===== src/rtl/pspin_cfg_pkg.sv =====
// -----------------------------------------------------------------------------
// pspin_cfg_pkg
//   Shared configuration and command/response types for HPU-issued commands.
//   Contents:
//     - sizing constants (clusters, cores, per-core command credits)
//     - command interface ids (HostDirect, NIC outbound, EDMA)
//     - pspin_cmd_id_t      : {cluster_id, core_id, local_id}
//     - pspin_cmd_t         : {intf_id, cmd_id, descr}
//     - pspin_cmd_resp_t    : {cmd_id, imm_data}
//     - cmd_credit_t        : per-core in-flight counter (0 .. NUM_HPU_CMDS)
// -----------------------------------------------------------------------------
package pspin_cfg_pkg;

    localparam int NUM_CLUSTERS = 4;
    localparam int NUM_CORES    = 8;
    localparam int NUM_HPU_CMDS = 4;    // power of 2, >= 1

    localparam int CMD_HOSTDIRECT_ID   = 0;
    localparam int CMD_NIC_OUTBOUND_ID = 1;
    localparam int CMD_EDMA_ID         = 2;

    localparam int CLUSTER_ID_W   = (NUM_CLUSTERS > 1) ? $clog2(NUM_CLUSTERS) : 1;
    localparam int CORE_ID_W      = (NUM_CORES > 1) ? $clog2(NUM_CORES) : 1;
    localparam int CMD_LOCAL_ID_W = (NUM_HPU_CMDS > 1) ? $clog2(NUM_HPU_CMDS) : 1;
    localparam int CMD_INTF_ID_W  = 2;
    localparam int CMD_DESCR_W    = 64;
    localparam int IMM_DATA_W     = 512;

    typedef logic [CMD_INTF_ID_W-1:0] pspin_cmd_intf_id_t;

    typedef struct packed {
        logic [CLUSTER_ID_W-1:0]   cluster_id;
        logic [CORE_ID_W-1:0]      core_id;
        logic [CMD_LOCAL_ID_W-1:0] local_id;
    } pspin_cmd_id_t;

    typedef struct packed {
        pspin_cmd_intf_id_t       intf_id;
        pspin_cmd_id_t            cmd_id;
        logic [CMD_DESCR_W-1:0]   descr;
    } pspin_cmd_t;

    typedef struct packed {
        pspin_cmd_id_t           cmd_id;
        logic [IMM_DATA_W-1:0]   imm_data;
    } pspin_cmd_resp_t;

    typedef logic [$clog2(NUM_HPU_CMDS+1)-1:0] cmd_credit_t;

    localparam cmd_credit_t CREDIT_MAX = cmd_credit_t'(NUM_HPU_CMDS);

endpackage


===== src/rtl/cmd_credit_counter.sv =====
// -----------------------------------------------------------------------------
// cmd_credit_counter
//   In-flight command counter for one core. Counts up on an accepted command,
//   down on its completion; simultaneous inc/dec leaves the count unchanged.
//   A completion seen while the count is 0 is ignored and flagged.
//   Ports:
//     clk_i, rst_ni  clock, async active-low reset
//     inc_i          command accepted for this core
//     dec_i          completion addressed to this core
//     count_o        current in-flight count (0 .. NUM_HPU_CMDS)
//     underflow_o    completion arrived with nothing in flight (combinational)
// -----------------------------------------------------------------------------
module cmd_credit_counter
    import pspin_cfg_pkg::*;
(
    input  logic        clk_i,
    input  logic        rst_ni,
    input  logic        inc_i,
    input  logic        dec_i,
    output cmd_credit_t count_o,
    output logic        underflow_o
);

    cmd_credit_t count_q, count_d;
    logic        dec_ok;

    assign dec_ok      = dec_i && (count_q != '0);
    assign underflow_o = dec_i && (count_q == '0);
    assign count_o     = count_q;

    // NOTE: every signal written here gets a default first, so no latch is inferred.
    always_comb begin
        count_d = count_q;
        if (inc_i && !dec_ok) begin
            if (count_q != CREDIT_MAX) begin
                count_d = count_q + cmd_credit_t'(1);
            end
        end else if (dec_ok && !inc_i) begin
            count_d = count_q - cmd_credit_t'(1);
        end
    end

    // NOTE: state is updated with non-blocking assignments so every flop samples pre-edge values.
    always_ff @(posedge clk_i or negedge rst_ni) begin
        if (!rst_ni) begin
            count_q <= '0;
        end else begin
            count_q <= count_d;
        end
    end

endmodule


===== src/rtl/cluster_cmd_arbiter.sv =====
// -----------------------------------------------------------------------------
// cluster_cmd_arbiter
//   Round-robin arbiter and credit tracker for the cluster's HPU commands.
//   One registered output slot is shared by all targets; the granted command
//   is steered by intf_id. Each core may have NUM_HPU_CMDS commands in flight.
//   Completions are registered and returned to the issuing core.
//   Ports:
//     core_valid_i/core_ready_o/core_cmd_i   per-core command handshake
//     intf_valid_o/intf_ready_i/intf_cmd_o   one-hot target handshake, shared cmd
//     resp_valid_i/resp_i                    completion from the cmd unit
//     core_resp_valid_o/core_resp_o          one-hot completion to the core
//     outstanding_o                          per-core in-flight count
//     err_o                                  sticky: bad intf_id or credit underflow
// -----------------------------------------------------------------------------
module cluster_cmd_arbiter
    import pspin_cfg_pkg::*;
#(
    parameter int NUM_CORES          = pspin_cfg_pkg::NUM_CORES,
    parameter int NUM_CMD_INTERFACES = 3,
    parameter int CLUSTER_ID         = 0
) (
    input  logic                          clk_i,
    input  logic                          rst_ni,
    input  logic [NUM_CORES-1:0]          core_valid_i,
    output logic [NUM_CORES-1:0]          core_ready_o,
    input  pspin_cmd_t                    core_cmd_i [NUM_CORES],
    output logic [NUM_CMD_INTERFACES-1:0] intf_valid_o,
    input  logic [NUM_CMD_INTERFACES-1:0] intf_ready_i,
    output pspin_cmd_t                    intf_cmd_o,
    input  logic                          resp_valid_i,
    input  pspin_cmd_resp_t               resp_i,
    output logic [NUM_CORES-1:0]          core_resp_valid_o,
    output pspin_cmd_resp_t               core_resp_o,
    output cmd_credit_t                   outstanding_o [NUM_CORES],
    output logic                          err_o
);

    localparam int PTR_W = (NUM_CORES > 1) ? $clog2(NUM_CORES) : 1;

    // The slot's one-hot target vector doubles as its valid bit.
    logic [NUM_CMD_INTERFACES-1:0] slot_onehot_q, slot_onehot_d;
    pspin_cmd_t                    slot_cmd_q, slot_cmd_d;
    logic [PTR_W-1:0]              ptr_q, ptr_d;
    logic                          err_q, err_d;
    logic [NUM_CORES-1:0]          resp_valid_q;
    pspin_cmd_resp_t               resp_q, resp_d;

    logic                 resp_for_cluster;
    logic [NUM_CORES-1:0] resp_hit, eligible, grant, inc, underflow;
    logic                 slot_drain, slot_free, found, sel_intf_ok;
    logic [PTR_W-1:0]     sel;
    pspin_cmd_t           sel_cmd;

    assign resp_for_cluster = resp_valid_i &&
                              (resp_i.cmd_id.cluster_id == CLUSTER_ID_W'(CLUSTER_ID));

    for (genvar i = 0; i < NUM_CORES; i++) begin : g_core
        assign resp_hit[i] = resp_for_cluster && (resp_i.cmd_id.core_id == CORE_ID_W'(i));
        // A completion in the same cycle frees the credit the new command needs.
        assign eligible[i] = core_valid_i[i] && ((outstanding_o[i] < CREDIT_MAX) || resp_hit[i]);

        cmd_credit_counter u_credit (
            .clk_i       (clk_i),
            .rst_ni      (rst_ni),
            .inc_i       (inc[i]),
            .dec_i       (resp_hit[i]),
            .count_o     (outstanding_o[i]),
            .underflow_o (underflow[i])
        );
    end

    assign slot_drain = |(slot_onehot_q & intf_ready_i);
    assign slot_free  = (slot_onehot_q == '0) || slot_drain;

    // Round-robin search starting at ptr_q; the first eligible core wins.
    always_comb begin
        found = 1'b0;
        sel   = '0;
        if (slot_free && rst_ni) begin
            for (int k = 0; k < NUM_CORES; k++) begin
                if (!found && eligible[(int'(ptr_q) + k) % NUM_CORES]) begin
                    found = 1'b1;
                    sel   = PTR_W'((int'(ptr_q) + k) % NUM_CORES);
                end
            end
        end
    end

    assign sel_cmd     = core_cmd_i[sel];
    assign sel_intf_ok = int'(sel_cmd.intf_id) < NUM_CMD_INTERFACES;
    assign grant       = found ? (NUM_CORES'(1) << sel) : '0;
    assign inc         = grant & {NUM_CORES{sel_intf_ok}};

    always_comb begin
        slot_onehot_d = slot_drain ? '0 : slot_onehot_q;
        slot_cmd_d    = slot_cmd_q;
        ptr_d         = ptr_q;
        err_d         = err_q | (|underflow);
        resp_d        = resp_for_cluster ? resp_i : resp_q;
        if (found) begin
            ptr_d = (sel == PTR_W'(NUM_CORES - 1)) ? '0 : sel + PTR_W'(1);
            if (sel_intf_ok) begin
                slot_onehot_d = NUM_CMD_INTERFACES'(1) << sel_cmd.intf_id;
                slot_cmd_d    = sel_cmd;
            end else begin
                // Unroutable command: consumed and dropped without a credit.
                err_d = 1'b1;
            end
        end
    end

    always_ff @(posedge clk_i or negedge rst_ni) begin
        if (!rst_ni) begin
            slot_onehot_q <= '0;
            slot_cmd_q    <= '0;
            ptr_q         <= '0;
            err_q         <= 1'b0;
            resp_valid_q  <= '0;
            resp_q        <= '0;
        end else begin
            slot_onehot_q <= slot_onehot_d;
            slot_cmd_q    <= slot_cmd_d;
            ptr_q         <= ptr_d;
            err_q         <= err_d;
            resp_valid_q  <= resp_hit;
            resp_q        <= resp_d;
        end
    end

    assign core_ready_o      = grant;
    assign intf_valid_o      = slot_onehot_q;
    assign intf_cmd_o        = slot_cmd_q;
    assign core_resp_valid_o = resp_valid_q;
    assign core_resp_o       = resp_q;
    assign err_o             = err_q;

endmodule


===== config.mk =====
export PLATFORM = sky130hd
export DESIGN_NAME = cluster_cmd_arbiter
export DESIGN_NICKNAME = d
export VERILOG_FILES = /design/src/rtl/pspin_cfg_pkg.sv /design/src/rtl/cmd_credit_counter.sv /design/src/rtl/cluster_cmd_arbiter.sv
export SDC_FILE = /design/constraint.sdc
export NUM_CORES = 2
export LEC_CHECK = 0
export ABC_AREA = 0
export CAP_MARGIN = 40
export CELL_PAD_IN_SITES_DETAIL_PLACEMENT = 0
export CELL_PAD_IN_SITES_GLOBAL_PLACEMENT = 1
export CORE_AREA = 2 2 681 683
export CTS_BUF_LIST = sky130_fd_sc_hd__clkbuf_4 sky130_fd_sc_hd__clkbuf_8 sky130_fd_sc_hd__clkbuf_16
export CTS_CLUSTER_DIAMETER = 40
export DETAILED_ROUTE_END_ITERATION = 8
export DIE_AREA = 0 0 683 685
export PLACE_DENSITY = 0.3
export SLEW_MARGIN = 5
export SYNTH_ARGS = -nofsm -noshare
export SYNTH_HDL_FRONTEND = slang
export SYNTH_SLANG_ARGS = --single-unit

===== constraint.sdc =====
create_clock -name clk_i -period 13.6 [get_ports clk_i]
set_clock_uncertainty 0.1 [all_clocks]
set_input_delay 4.08 -clock clk_i [delete_from_list [all_inputs] [get_ports clk_i]]
set_output_delay 4.08 -clock clk_i [all_outputs]
set_load 0.05 [all_outputs]

## Word level (Yosys, flattened, before mapping)

Cells that the tools add are included.
W data, S select, Z words.

| word-level totals | value |
|---|---|
| register bits after elaboration | 631 |
| bits of input ports | 1117 |
| output and inout port bits | 636 |

| operators by class | value |
|---|---|
| bitwise logic cells | 11 |
| muxes and demuxes | 82 |
| order comparisons | 18 |
| shift operators | 2 |
| add/sub/neg operators | 24 |
| equal/unequal tests | 24 |
| reduce and logical (&&, ||, !) cells | 134 |

Operators by type and width:

| kind | number |
|---|---|
| $bmux W73 S3 | 1 |
| $mux W73 | 2 |
| $mux W3 | 37 |
| $logic_and A1 B1 Y1 | 57 |
| $lt A4 B5 Y1 const B | 7 |
| $mux W1 | 33 |
| $add A3 B1 Y3 const B | 10 |
| $logic_not A3 Y1 | 10 |
| $bmux W1 S3 | 8 |
| $lt A3 B3 Y1 const B | 8 |
| $ne A3 B3 Y1 const B | 8 |
| $reduce_bool A3 Y1 | 8 |
| $reduce_or A3 Y1 | 8 |
| $sub A3 B1 Y3 const B | 8 |
| $logic_not A1 Y1 | 23 |
| $reduce_and A2 Y1 | 9 |
| $ne A2 B2 Y1 const B | 8 |
| $reduce_bool A2 Y1 | 8 |
| $eq A3 B3 Y1 const B | 5 |
| $add A3 B3 Y3 const B | 4 |
| $logic_or A1 B1 Y1 | 9 |
| $and A8 B8 Y8 | 1 |
| $mux W8 | 1 |
| $reduce_or A8 Y1 | 1 |
| 13 further kinds | 21 |

## Logic depth before layout (Yosys ltp)

| logic depth | value |
|---|---|
| word-level depth | 47 |
| mapped depth | 24 |

## Cells and area by module

Synthesis repeated with hierarchy kept, for this count alone.

| unflattened totals | value |
|---|---|
| cell total of the unflattened synthesis | 4041 |
| area, all modules | 31973.2 um^2 |

Modules (own cells, without submodules):

| module | area each (um^2) | instances | seq. area each (um^2) | cells an instance |
|---|---|---|---|---|
| cluster_cmd_arbiter | 29630.9 | 1 | 15189.6 | 3737 |
| cmd_credit_counter | 292.8 | 8 | 75.1 | 38 |

## Worst setup path before layout

OpenSTA, ideal clock, no wires.

| timing path | value |
|---|---|
| path kind | input-to-output |
| start | input port resp_i[516] in the netlist's numbering |
| end | output port core_ready_o[3] |
| required time | 9.420 ns |
| arrival time | 8.104 ns |
| cell stages on the path | 17 |
| setup slack | 1.316 ns |
| cell sequence | clkbuf_1 or4bb_1 o32a_1 and2_1 o221a_2 a32o_1 nand3_1 o31a_1 o211a_1 clkbuf_1 buf_2 clkbuf_1 clkbuf_1 ha_1 ha_1 nand2_1 inv_1 |

| between the ends | value |
|---|---|
| word-level cells in the longest chain between the ends | 38 |
| elaborated cells between the ends (all ways) | 96 |

RTL lines:

| item | line | text |
|---|---|---|
| start: declaration | cluster_cmd_arbiter.sv:31 | `input pspin_cmd_resp_t resp_i,` |
| $eq A3 B1 Y1, or another cell as far along | cluster_cmd_arbiter.sv:58 | `assign resp_hit[i] = resp_for_cluster && (resp_i.cmd_id.core_id == CORE_ID_W'(i));` |
| $logic_and A1 B1 Y1 | cluster_cmd_arbiter.sv:58 |  |
| $logic_or A1 B1 Y1 | cluster_cmd_arbiter.sv:60 | `assign eligible[i] = core_valid_i[i] && ((outstanding_o[i] < CREDIT_MAX) \|\| resp_hit[i]);` |
| $logic_and A1 B1 Y1 | cluster_cmd_arbiter.sv:60 |  |
| $bmux W1 S3 | cluster_cmd_arbiter.sv:81 | `if (!found && eligible[(int'(ptr_q) + k) % NUM_CORES]) begin` |
| $mux W1 (implied by the code) | cluster_cmd_arbiter.sv:81 |  |
| $mux W1 | cluster_cmd_arbiter.sv:81 |  |
| $mux W1 | cluster_cmd_arbiter.sv:79 | `if (slot_free && rst_ni) begin` |
| [... 22 more ...] | n/a |  |
| $mux W1 | cluster_cmd_arbiter.sv:81 |  |
| $mux W1 | cluster_cmd_arbiter.sv:79 |  |
| $logic_not A1 Y1 | cluster_cmd_arbiter.sv:81 |  |
| $logic_and A1 B1 Y1 | cluster_cmd_arbiter.sv:81 |  |
| $mux W3 | cluster_cmd_arbiter.sv:81 |  |
| $mux W3 | cluster_cmd_arbiter.sv:79 |  |
| $shl A1 B3 Y8 | cluster_cmd_arbiter.sv:91 | `assign grant = found ? (NUM_CORES'(1) << sel) : '0;` |
| $mux W8 (*) | cluster_cmd_arbiter.sv:91 |  |
| end: declaration | cluster_cmd_arbiter.sv:25 | `output logic [NUM_CORES-1:0] core_ready_o,` |

Every way passes the cells marked *; elsewhere a longest branch is shown, timed or not. The select of a mux whose other input is x is not followed.

## Worst setup path after layout

| timing path | value |
|---|---|
| start | input port resp_i[518] in the netlist's numbering |
| end | output port core_ready_o[1] |

| between the ends | value |
|---|---|
| word-level cells in the longest chain between the ends | 39 |
| elaborated cells between the ends (all ways) | 90 |

RTL lines:

| item | line | text |
|---|---|---|
| $logic_not A2 Y1 (*) | cluster_cmd_arbiter.sv:55 | `(resp_i.cmd_id.cluster_id == CLUSTER_ID_W'(CLUSTER_ID));` |
| $logic_and A1 B1 Y1 (*) | cluster_cmd_arbiter.sv:54 | `assign resp_for_cluster = resp_valid_i &&` |
| $logic_and A1 B1 Y1 | cluster_cmd_arbiter.sv:58 |  |
| $logic_or A1 B1 Y1 | cluster_cmd_arbiter.sv:60 |  |
| $logic_and A1 B1 Y1 | cluster_cmd_arbiter.sv:60 |  |
| $bmux W1 S3 | cluster_cmd_arbiter.sv:81 |  |
| $mux W1 (implied by the code) | cluster_cmd_arbiter.sv:81 |  |
| $mux W1 | cluster_cmd_arbiter.sv:81 |  |
| [... 23 more ...] | n/a |  |
| $mux W1 | cluster_cmd_arbiter.sv:81 |  |
| $mux W1 | cluster_cmd_arbiter.sv:79 |  |
| $logic_not A1 Y1 | cluster_cmd_arbiter.sv:81 |  |
| $logic_and A1 B1 Y1 | cluster_cmd_arbiter.sv:81 |  |
| $mux W3 | cluster_cmd_arbiter.sv:81 |  |
| $mux W3 | cluster_cmd_arbiter.sv:79 |  |
| $shl A1 B3 Y8 | cluster_cmd_arbiter.sv:91 |  |
| $mux W8 (*) | cluster_cmd_arbiter.sv:91 |  |

Marks and branches as above.

==> run summary <==
Outcome -> finished clean
M1 GR Usage -> 0.174
Total gr overflow -> 0
Count leader, synth -> nand2_1
CTS Buf Count -> 224
Hold Path Class -> flop to flop
Gr busiest metal -> met2
First-pass GRT wire length -> 452000 um
Max capacitance violation total -> 0
Commonest cells in the netlist -> 1814 x nand2_1, 631 x dfrtp_1, 238 x mux2i_1
Root buf cell -> clkbuf_16
Starting Density -> 0.0690
Slew HR -> 0.213
VDD IR max -> 188 uV
Critical path class -> input pin to output pin
Vias in the first global route -> 38.2k
Pre-antenna DRT Iters -> 5
Crit path max fanout -> 15
Worst R2R Start -> ptr_q[1]$_DFFE_PN0N_
Core box area -> 461000 um2
Post-synth EDFFs -> 0
CTS Hold Bufs -> 0
Leakage dissipation -> 27.0 nW
Row count -> 250
Top-area cell type share of the netlist area -> 0.496
Crit path DAT -> 8.85 ns
Met2 Use GR -> 0.226
Synth area leader -> dfrtp_1
Total Routed Length -> 363000 um
Post-CTS sizing -> 0
Proportion of layout cells with a drive suffix above 1 -> 0.126
Setup crit end kind -> output pin
Die ar. -> 468000 um2
CTS tree -> built
Worst slew pin tran -> 1.18 ns
Syn avg cell area -> 8.49 um2
Postcts setup bufs -> 0
DRC viols -> 0
Post-route minimum period -> 13.03 ns
Number of DRC markers in iteration 0 -> 2259
R2R cell count -> 20
Via count -> 36.7k
Syn Nets -> 4883
Top Ports -> 1753
Worst-case clock buffer depth -> 4
Die Span Y -> 685 um
Main synth FF type -> dfrtp_1
Fillers -> 52.2k
Post-synthesis register bit count -> 631
Post-synthesis sequential area ratio -> 0.496
WL/cell -> 30.1 um
Reg-to-reg slack, setup -> 6.14 ns
GRT met3 Usage -> 0.104
Setup TNS -> 0 ns
Initial antenna violation count -> 339
Synthesis Warnings -> 0
Final Hold Viols -> 0
# clock sinks -> 631
Setup-failing EPs final -> 0
Detailed placement HPWL -> 310000 um
Gr usage total -> 0.150
Setup crit start -> resp_i[518]
Clock transition at path regs -> 0.04 ns
Number of port buffers -> 1752
Post-synthesis cell type count -> 81
Largest net degree at the start of global routing -> 148
RR Endpoint -> intf_cmd_o[34]$_DFFE_PN0P_
FMAX -> 76.8 MHz
DR vias/cell -> 3.04
Async S/R FF share, synth -> 1.00
Critical Path End -> core_ready_o[1]
RSZ-0062 raised after global routing -> no
Number of nets in the layout -> 6763
Req. time, crit path -> 9.42 ns
Area of the mapped netlist -> 31800 um2
Worst-skew pair later-pin latency -> 0.85 ns
Final Cycle Share -> 0.958
Worst Setup Start Kind -> input pin
Count of final max-slew check failures -> 0
Mapped Cells -> 3750
Power, Total -> 14.9 mW
DIE WIDTH -> 683 um
Area contributors post-synth -> dfrtp_1 50%, nand2_1 21%, mux2i_1 7.5%
Hold path depth -> 2
GPL Wtd Cong -> 0.871
H-tree levels -> 4
PwrDens -> 225 nW/um2
Post-route ant nets -> 0
P&R area growth vs syn -> 109%
==> critical path, stage by stage <==
cell and delay [ns]:
clkdlybuf4s50_1 0.53, nand4bb_1 0.49, o21ai_1 0.73, o22ai_1 0.32, o221a_2 0.37, a32o_1 0.31, nand3_1 0.23, nor3_1 0.11
a31oi_2 0.67, nand3_1 0.54, inv_1 0.21, buf_4 0.22
==> cell families (layout without fill, tap and decap cells) <==
family / after synthesis / in the layout / share of synthesized area
other: 0 / 86 / 0
buffers and inverters: 263 / 2321 / 0.0325
AND/OR/NAND/NOR: 2103 / 2103 / 0.264
adder cells (fa/ha/maj): 16 / 16 / 0.00818
AO/OA/AOI/OAI: 341 / 341 / 0.0698
multiplexers: 386 / 386 / 0.127
flip-flops: 631 / 631 / 0.496
XOR/XNOR: 10 / 10 / 0.00275
==> where the power goes <==
| group | internal (mW) | switching (mW) | total (mW) |
|---|---|---|---|
| combinational | 2.49 | 4.40 | 6.89 |
| clock | 3.80 | 1.61 | 5.41 |
| sequential | 2.29 | 0.316 | 2.60 |
| total | 8.58 | 6.33 | 14.9 |
==> layer usage <==
| layer | vias to the layer above | part of all wire | wire length [um] |
|---|---|---|---|
| met5 | - | 0.0045 | 1650 |
| met4 | 254 | 0.020 | 7200 |
| met3 | 704 | 0.15 | 55700 |
| met2 | 1682 | 0.42 | 153000 |
| met1 | 17727 | 0.40 | 145000 |
| li1 | 16322 | - | - |
==> how the worst min path moves through the flow <==
stage / start / end
after CTS: core_resp_o[167]$_DFFE_PN0P_ / core_resp_o[167]$_DFFE_PN0P_
after detailed placement: core_resp_o[167]$_DFFE_PN0P_ / core_resp_o[167]$_DFFE_PN0P_
after global routing: core_resp_o[187]$_DFFE_PN0P_ / core_resp_o[187]$_DFFE_PN0P_
final: core_resp_o[167]$_DFFE_PN0P_ / core_resp_o[167]$_DFFE_PN0P_
after floorplan: ptr_q[1]$_DFFE_PN0N_ / ptr_q[1]$_DFFE_PN0N_
after global placement: core_resp_o[96]$_DFFE_PN0P_ / core_resp_o[96]$_DFFE_PN0P_
==> layout make-up <==
type                            count  area, um2  share of cell area
Clock buffer                      307       6520              0.0983
Tap cell                         6174       7720               0.116
Timing Repair Buffer             1885      19700               0.296
Antenna cell                       86        215             0.00324
Sequential cell                   631      15800               0.238
Inverter                           32        123             0.00185
Clock inverter                     97       1280              0.0192
Multi-Input combinational cell   2856      15000               0.227
==> registers in the layout (all words and copies together) (netlist names) <==
register	cells
err_o	1
core_resp_valid_o	8
ptr_q	3
core_resp_o	519
g_core.u_credit.count_o	24
intf_valid_o	3
intf_cmd_o	73
==> layout by cell type (no fill, tap or decap), types with 33 or more instances in the layout <==
cell,count
clkinv_2,59
nand3_1,94
buf_8,47
mux2i_1,238
clkdlybuf4s50_1,1739
mux2_2,148
dfrtp_1,631
nor2_1,66
o21ai_0,175
clkbuf_8,44
clkbuf_4,38
diode_2,86
clkbuf_16,225
nand2_1,1813
buf_4,51
buf_16,33
==> per-stage QoR <==
step / hold slack (ns) / setup WS (ns) / instance area, um2 / std cells / utilization
after floorplan: 0.595 / 1.32 / 31800 / 3750 / -
after global placement: 0.358 / 0.492 / 56700 / 11495 / 0.123
after detailed placement: 0.361 / 0.479 / 58300 / 11571 / 0.126
after CTS: 0.373 / 0.484 / 66000 / 11975 / 0.143
after global routing: 0.389 / 0.225 / 66200 / 11994 / 0.143
final: 0.366 / 0.573 / 66400 / 12068 / 0.144
No activity file was read; power rests on OpenSTA's default activity.
